[src/rtl/riscv_mtimer_pkg.sv]
// Shared register map, control bit positions and address decode for the
// riscv_mtimer peripheral. Software tests and the bench use the same constants.
package riscv_mtimer_pkg;

  localparam int MT_ADDR_CTRL    = 'h00;
  localparam int MT_ADDR_PSC     = 'h04;
  localparam int MT_ADDR_CNT_LO  = 'h08;
  localparam int MT_ADDR_CNT_HI  = 'h0C;
  localparam int MT_ADDR_STATUS  = 'h10;
  localparam int MT_ADDR_CH_BASE = 'h20;
  localparam int MT_CH_STRIDE    = 8;

  localparam int MT_CTRL_EN_BIT     = 0;
  localparam int MT_CTRL_RELOAD_BIT = 1;
  localparam int MT_CHCTRL_IE_BIT   = 0;

  typedef enum logic [2:0] {
    MT_REG_NONE,
    MT_REG_CTRL,
    MT_REG_PSC,
    MT_REG_CNT_LO,
    MT_REG_CNT_HI,
    MT_REG_STATUS,
    MT_REG_CMP,
    MT_REG_CHCTRL
  } mt_reg_e;

  typedef struct packed {
    mt_reg_e    sel;
    logic [2:0] ch;
  } mt_dec_t;

  // Byte address to register select; the two low address bits are ignored.
  function automatic mt_dec_t mt_decode(input logic [7:0] addr, input int n_ch);
    mt_dec_t d;
    int      off;
    d.sel = MT_REG_NONE;
    d.ch  = '0;
    off   = int'({addr[7:2], 2'b00});
    case (off)
      MT_ADDR_CTRL:   d.sel = MT_REG_CTRL;
      MT_ADDR_PSC:    d.sel = MT_REG_PSC;
      MT_ADDR_CNT_LO: d.sel = MT_REG_CNT_LO;
      MT_ADDR_CNT_HI: d.sel = MT_REG_CNT_HI;
      MT_ADDR_STATUS: d.sel = MT_REG_STATUS;
      default: begin
        if (off >= MT_ADDR_CH_BASE && off < MT_ADDR_CH_BASE + MT_CH_STRIDE * n_ch) begin
          d.ch  = 3'((off - MT_ADDR_CH_BASE) / MT_CH_STRIDE);
          d.sel = off[2] ? MT_REG_CHCTRL : MT_REG_CMP;
        end
      end
    endcase
    return d;
  endfunction

endpackage

[src/rtl/riscv_mtimer_ch.sv]
// One compare channel: holds CMP, interrupt enable and the pending flag, and
// reports the raw match plus the enabled pending bit to the top level.
module riscv_mtimer_ch
  import riscv_mtimer_pkg::*;
#(
  parameter int CNT_W = 32
) (
  input  logic             clk,
  input  logic             rst_n,
  input  logic [CNT_W-1:0] i_count,
  input  logic             i_tick,
  input  logic             i_cmp_we,
  input  logic             i_ie_we,
  input  logic             i_clr,
  input  logic [31:0]      i_wdata,
  output logic             o_match,
  output logic             o_pend_ie,
  output logic             o_pending,
  output logic             o_ie,
  output logic [31:0]      o_cmp_lo
);

  logic [CNT_W-1:0] r_cmp;
  logic             r_ie;
  logic             r_pending;
  logic [CNT_W-1:0] w_cmp_wr;

  // Software only reaches the low 32 bits of CMP; wider compares keep their upper bits.
  if (CNT_W > 32) begin : g_wide
    always_comb begin
      w_cmp_wr        = r_cmp;
      w_cmp_wr[31:0]  = i_wdata;
    end
    assign o_cmp_lo = r_cmp[31:0];
  end else begin : g_narrow
    assign w_cmp_wr = i_wdata[CNT_W-1:0];
    assign o_cmp_lo = 32'(r_cmp);
  end

  assign o_match   = (i_count == r_cmp);
  assign o_pend_ie = r_pending & r_ie;
  assign o_pending = r_pending;
  assign o_ie      = r_ie;

  // NOTE: state uses non-blocking assignments so every flop samples pre-edge values.
  always_ff @(posedge clk or negedge rst_n) begin
    if (!rst_n) begin
      r_cmp     <= '1;
      r_ie      <= 1'b0;
      r_pending <= 1'b0;
    end else begin
      if (i_cmp_we) r_cmp <= w_cmp_wr;
      if (i_ie_we)  r_ie  <= i_wdata[MT_CHCTRL_IE_BIT];
      // A new match beats a simultaneous write-1-to-clear.
      if (i_tick && o_match) r_pending <= 1'b1;
      else if (i_clr)        r_pending <= 1'b0;
    end
  end

endmodule

[src/rtl/riscv_mtimer.sv]
// Multi-channel compare timer with single-cycle bus and level interrupt.
// Define MTIMER_PSC_EN to build the prescaler; otherwise every enabled cycle ticks.
module riscv_mtimer
  import riscv_mtimer_pkg::*;
#(
  parameter int CNT_W = 32,
  parameter int N_CH  = 2,
  parameter int PSC_W = 8
) (
  input  logic        clk,
  input  logic        rst_n,
  input  logic        req_i,
  input  logic        we_i,
  input  logic [7:0]  addr_i,
  input  logic [31:0] wdata_i,
  output logic [31:0] rdata_o,
  output logic        ack_o,
  output logic        timer_irq_o
);

  logic             r_en;
  logic             r_reload;
  logic [CNT_W-1:0] r_count;
  logic             r_ack;
  logic [31:0]      r_rdata;
  logic             r_irq;

  mt_dec_t          w_dec;
  logic             w_wr;
  logic             w_tick;
  logic             w_cnt_lo_wr;
  logic             w_cnt_hi_wr;
  logic [CNT_W-1:0] w_count_wr;
  logic [CNT_W-1:0] w_count_nxt;
  logic [31:0]      w_cnt_lo_rd;
  logic [31:0]      w_cnt_hi_rd;
  logic [31:0]      w_psc_rd;
  logic [31:0]      w_rd;
  logic [N_CH-1:0]  w_match;
  logic [N_CH-1:0]  w_pend_ie;
  logic [N_CH-1:0]  w_pending;
  logic [N_CH-1:0]  w_ie;
  logic [N_CH-1:0]  w_cmp_we;
  logic [N_CH-1:0]  w_ie_we;
  logic [N_CH-1:0]  w_clr;
  logic [31:0]      w_cmp_lo [N_CH];
  logic             w_unused;

  assign w_dec       = mt_decode(addr_i, N_CH);
  assign w_wr        = req_i && we_i;
  assign w_cnt_lo_wr = w_wr && (w_dec.sel == MT_REG_CNT_LO);
  assign w_cnt_hi_wr = w_wr && (w_dec.sel == MT_REG_CNT_HI) && (CNT_W > 32);
  assign w_unused    = ^{addr_i[1:0], w_match};

`ifdef MTIMER_PSC_EN
  logic [PSC_W-1:0] r_psc;
  logic [PSC_W-1:0] r_psc_cnt;

  assign w_tick   = r_en && (r_psc_cnt == r_psc);
  assign w_psc_rd = 32'(r_psc);

  always_ff @(posedge clk or negedge rst_n) begin
    if (!rst_n) begin
      r_psc     <= '0;
      r_psc_cnt <= '0;
    end else if (w_wr && (w_dec.sel == MT_REG_PSC)) begin
      r_psc     <= wdata_i[PSC_W-1:0];
      r_psc_cnt <= '0;
    end else if (w_tick) begin
      r_psc_cnt <= '0;
    end else if (r_en) begin
      r_psc_cnt <= r_psc_cnt + PSC_W'(1);
    end
  end
`else
  assign w_tick   = r_en;
  assign w_psc_rd = '0;
`endif

  // COUNT is split into two 32-bit software windows; the high one exists only for wide counters.
  if (CNT_W > 32) begin : g_cnt_wide
    always_comb begin
      w_count_wr = r_count;
      if (w_cnt_lo_wr) w_count_wr[31:0]      = wdata_i;
      if (w_cnt_hi_wr) w_count_wr[CNT_W-1:32] = wdata_i[CNT_W-33:0];
    end
    assign w_cnt_lo_rd = r_count[31:0];
    assign w_cnt_hi_rd = 32'(r_count[CNT_W-1:32]);
  end else begin : g_cnt_narrow
    assign w_count_wr  = wdata_i[CNT_W-1:0];
    assign w_cnt_lo_rd = 32'(r_count);
    assign w_cnt_hi_rd = '0;
  end

  // A software write discards the tick's increment; matches still see the old COUNT.
  always_comb begin
    w_count_nxt = r_count;
    if (w_cnt_lo_wr || w_cnt_hi_wr)  w_count_nxt = w_count_wr;
    else if (w_tick && r_reload && w_match[0]) w_count_nxt = '0;
    else if (w_tick)                 w_count_nxt = r_count + CNT_W'(1);
  end

  // NOTE: every always_comb output gets a default first so no latch is inferred.
  always_comb begin
    w_cmp_we = '0;
    w_ie_we  = '0;
    w_clr    = '0;
    for (int i = 0; i < N_CH; i++) begin
      w_cmp_we[i] = w_wr && (w_dec.sel == MT_REG_CMP)    && (w_dec.ch == 3'(i));
      w_ie_we[i]  = w_wr && (w_dec.sel == MT_REG_CHCTRL) && (w_dec.ch == 3'(i));
      w_clr[i]    = w_wr && (w_dec.sel == MT_REG_STATUS) && wdata_i[i];
    end
  end

  for (genvar g = 0; g < N_CH; g++) begin : g_ch
    riscv_mtimer_ch #(
      .CNT_W (CNT_W)
    ) u_ch (
      .clk       (clk),
      .rst_n     (rst_n),
      .i_count   (r_count),
      .i_tick    (w_tick),
      .i_cmp_we  (w_cmp_we[g]),
      .i_ie_we   (w_ie_we[g]),
      .i_clr     (w_clr[g]),
      .i_wdata   (wdata_i),
      .o_match   (w_match[g]),
      .o_pend_ie (w_pend_ie[g]),
      .o_pending (w_pending[g]),
      .o_ie      (w_ie[g]),
      .o_cmp_lo  (w_cmp_lo[g])
    );
  end

  always_comb begin
    w_rd = '0;
    case (w_dec.sel)
      MT_REG_CTRL: begin
        w_rd[MT_CTRL_EN_BIT]     = r_en;
        w_rd[MT_CTRL_RELOAD_BIT] = r_reload;
      end
      MT_REG_PSC:    w_rd = w_psc_rd;
      MT_REG_CNT_LO: w_rd = w_cnt_lo_rd;
      MT_REG_CNT_HI: w_rd = w_cnt_hi_rd;
      MT_REG_STATUS: w_rd = 32'(w_pending);
      MT_REG_CMP: begin
        for (int i = 0; i < N_CH; i++)
          if (w_dec.ch == 3'(i)) w_rd = w_cmp_lo[i];
      end
      MT_REG_CHCTRL: begin
        for (int i = 0; i < N_CH; i++)
          if (w_dec.ch == 3'(i)) w_rd[MT_CHCTRL_IE_BIT] = w_ie[i];
      end
      default: ;
    endcase
  end

  always_ff @(posedge clk or negedge rst_n) begin
    if (!rst_n) begin
      r_en     <= 1'b0;
      r_reload <= 1'b0;
      r_count  <= '0;
      r_ack    <= 1'b0;
      r_rdata  <= '0;
      r_irq    <= 1'b0;
    end else begin
      if (w_wr && (w_dec.sel == MT_REG_CTRL)) begin
        r_en     <= wdata_i[MT_CTRL_EN_BIT];
        r_reload <= wdata_i[MT_CTRL_RELOAD_BIT];
      end
      r_count <= w_count_nxt;
      r_ack   <= req_i;
      r_rdata <= (req_i && !we_i) ? w_rd : '0;
      r_irq   <= |w_pend_ie;
    end
  end

  assign rdata_o     = r_rdata;
  assign ack_o       = r_ack;
  assign timer_irq_o = r_irq;

endmodule
[config.mk]
export PLATFORM = sky130hd
export DESIGN_NAME = riscv_mtimer
export DESIGN_NICKNAME = d
export VERILOG_FILES = /design/src/rtl/riscv_mtimer_pkg.sv /design/src/rtl/riscv_mtimer_ch.sv /design/src/rtl/riscv_mtimer.sv
export SDC_FILE = /design/constraint.sdc
export NUM_CORES = 1
export LEC_CHECK = 0
export CORE_UTILIZATION = 57
export DETAILED_ROUTE_END_ITERATION = 16
export PLACE_DENSITY = 0.88
export SLEW_MARGIN = 10
export SYNTH_ARGS = -nofsm -noshare
export SYNTH_HDL_FRONTEND = slang
export SYNTH_SLANG_ARGS = --single-unit
[constraint.sdc]
create_clock -name clk -period 2.7 [get_ports clk]
set_input_delay 0.54 -clock clk [delete_from_list [all_inputs] [get_ports clk]]
set_output_delay 0.54 -clock clk [all_outputs]
set_load 0.03 [all_outputs]
==> results.py <==
metrics = {
    "layout": {
        "n_antenna_cell": 0,
        "final_cell_mix": "clkdlybuf4s50_1, nor2_1, dfrtp_1",
        "syn_to_final_growth_pct": 23.3,
        "fin_nets": 823,
        "drive_gt1_share_pct": 29.0,
        "final_common_cell": "clkdlybuf4s50_1",
    },
    "routing": {
        "drt_pass1_iterations": 7,
        "ant_nets": 0,
        "totalWireLength_um": 20700,
        "viasPerCell": 6.30,
        "drc": 0,
        "initialDrtViolationCount": 644,
        "vias": 6056,
        "avgRoutedWirePerCell_um": 21.5,
    },
    "power": {
        "p_clk_share_pct": 40.0,
        "cell_internal_pwr_mw": 4.14,
        "irDropWorstVdd_mv": 0.316,
        "fin_total_pwr_mw": 5.76,
        "p_seq_share_pct": 43.6,
        "p_leak_nw": 3.54,
        "switching_share_pct": 28.2,
        "power_frac_comb_pct": 16.4,
        "power_density_nw_per_um2": 637,
        "switchingPower_mw": 1.62,
    },
    "clocking": {
        "cts.sinks": 136,
        "postCtsSetupBuffers": 0,
        "hold_buffers": 0,
        "cts_buffer_depth": 2,
        "clk_pin_slew_worst_paths_ns": 0.06,
        "insertion_delay_ns": 0.43,
        "cts-root-buf": "clkbuf_16",
        "cts_buffers": 17,
        "htree_levels": 4,
        "cts_tree": "built",
    },
    "floorplanning": {
        "start_util_pct": 58.3,
        "ios": 78,
        "placementRows": 41,
        "die_w_um": 115,
        "core_area_um2": 12600,
        "die-area_um2": 13300,
        "dieHeight_um": 115,
    },
    "logic_synthesis": {
        "synth_cell_types": 59,
        "synth_seq_area_share_pct": 47.5,
        "syn_inst": 700,
        "synth-async-reset-ratio_pct": 100,
        "synth_seq_cells": 136,
        "ys.flop_type": "dfrtp_1",
        "synth_area_um2": 7330,
        "synth_edf_count": 0,
        "yosys_warnings": 0,
        "synth_nets": 747,
        "avgSynthCellArea_um2": 10.5,
    },
    "place": {
        "portBuffers": 75,
        "place.gp.congestion": 0.947,
        "hpwl_um": 13900,
        "pre_cts_ws_ns": -0.320,
    },
    "sta": {
        "hold_viol": 0,
        "maxSlewViolCount": 0,
        "slew_headroom_pct": 60.7,
        "tightest_slew_ns": 0.589,
        "setup_violations": 0,
        "setup_ws_ns": 0.0255,
        "skew_ns": 0.0132,
        "clock.fmax_ghz": 0.374,
        "timing.final.crit_share_pct": 99.1,
        "period_minus_slack_ns": 2.67,
        "rsz0062_at_grt": "no",
    },
    "status": {
        "status": "finished clean",
    },
    "global_routing": {
        "gr-usage-all-layers_pct": 32.2,
        "overflow": 0,
        "antenna_found_initial": 0,
        "grt_pass1_wl_um": 31800,
        "grt_pass1_vias": 5953,
        "grt_max_degree": 62,
    },
    "flow_run": {
        "max_cap_violations": 0,
    },
    "setup_path": {
        "r2r_setup_slack_ns": 0.03,
        "required_ns": 2.99,
        "crit_type": "reg2reg",
        "critPathCaptureType": "flop",
        "crit_fanout": 23,
        "cp-start-kind": "flop",
        "crit_arrival_ns": 2.97,
    },
    "hold_path": {
        "hp-class": "in2async",
    },
}
## synthesized netlist by cell type, types with 4 or more instances
master     n  area, µm²
buf_4      6       45.0
nor4_1    13       81.3
a21oi_1   30        150
nand3_1   14       70.1
xnor2_1   29        254
nand4_1   20        125
buf_6      4       45.0
nand2_1   41        154
clkbuf_1  37        139
dfstp_2   64       1680
o31ai_1   24        180
nand2b_1   6       37.5
dfrtp_1   72       1800
inv_1     14       52.6
a22oi_1   34        255
mux2_2    68        766
o31a_1     5       43.8
buf_2     15       75.1
nor3_1    17       85.1
and2_1     4       25.0
nor2_1    73        274
and3_1     6       37.5
xor2_1    52        455
## flip-flops by register name, indices dropped and copies added (netlist names)
register / cells
ack_o: 1
g_ch.u_ch.o_cmp_lo: 64
g_ch.u_ch.o_ie: 2
g_ch.u_ch.o_pending: 2
r_count: 32
r_en: 1
r_reload: 1
rdata_o: 32
timer_irq_o: 1
## worst paths after layout
check	startpoint	to	cells after the start
worst max-delay path	g_ch[0].u_ch.o_cmp_lo[9]	r_count[21]	7
worst min-delay path	rst_n	rdata_o[0]	1
worst max register to register	g_ch[0].u_ch.o_cmp_lo[9]	r_count[21]	7
worst min register to register	g_ch[0].u_ch.o_ie	g_ch[0].u_ch.o_ie	1
max in group asynchronous	rst_n	g_ch[0].u_ch.o_cmp_lo[27]	2
min in group clk	g_ch[0].u_ch.o_ie	g_ch[0].u_ch.o_ie	1
## through the flow
step | instance area, µm² | util [%] | setup TNS, ns | instances | hold slack [ns]
2_1_floorplan | 7340 | - | 0 | 700 | 0.244
3_5_place_dp | 8420 | 67.0 | -22.63 | 929 | 0.512
6_report | 9040 | 71.9 | 0 | 961 | 0.119
3_3_place_gp | 8420 | 67.0 | -14.08 | 929 | 0.502
4_1_cts | 9010 | 71.7 | 0 | 961 | 0.119
5_1_grt | 9040 | 71.9 | 0 | 961 | 0.144
## logic make-up (layout without fill, tap and decap cells)
| kind of cell | Yosys count | count (layout) | synth area share (%) |
|---|---|---|---|
| and+or+nand+nor | 213 | 213 | 14.8 |
| xor gates and xnor gates | 82 | 82 | 9.90 |
| adders and majority gates | 3 | 3 | 0.512 |
| buffers and inverters | 80 | 169 | 5.10 |
| AOI/OAI and AO/OA | 117 | 117 | 11.6 |
| muxes | 69 | 69 | 10.6 |
| DFF | 136 | 136 | 47.5 |
## power groups by stage
stage / sequential [mW] / clock [mW] / combinational (mW)
2_1_floorplan: 2.36 / 0 / 0.721
3_3_place_gp: 2.50 / 0 / 0.887
3_5_place_dp: 2.52 / 0 / 0.908
4_1_cts: 2.49 / 2.32 / 0.925
5_1_grt: 2.52 / 2.41 / 1.01
6_report: 2.51 / 2.30 / 0.946
## what timing repair did
item,in CTS,in global routing
endpoints found under the hold margin,0,0
setup endpoints to repair,0,49
resized for setup,0,6
## worst max-delay path: stages, from the launching register on
cell and delay, ns:
dfstp_2 0.55, xor2_1 0.15, nor4_1 0.48, nand4_1 0.29, nor4_4 0.60, buf_12 0.25
o31a_1 0.16, nor3_1 0.05
## routing by layer
| metal | vias up | part of all wire, % | GRT usage [%] |
|---|---|---|---|
| met1 | 2999 | 39 | 41.1 |
| met2 | 365 | 48 | 51.5 |
| li1 | 2629 | - | - |
| met4 | 0 | 4.0 | 16.8 |
| met5 | - | 0 | 0 |
| met3 | 63 | 8.5 | 7.48 |
## cell type report
type                       instances  area [µm²]
fill                             820        3530
sequential                       136        3480
clock buffer                      24         492
multi-input combinational        484        3510
clock inverter                     8        95.1
timing repair buffer             123        1190
tap                              172         215
inverter                          14        52.6
Note: power is estimated with default switching activity, not from simulation.
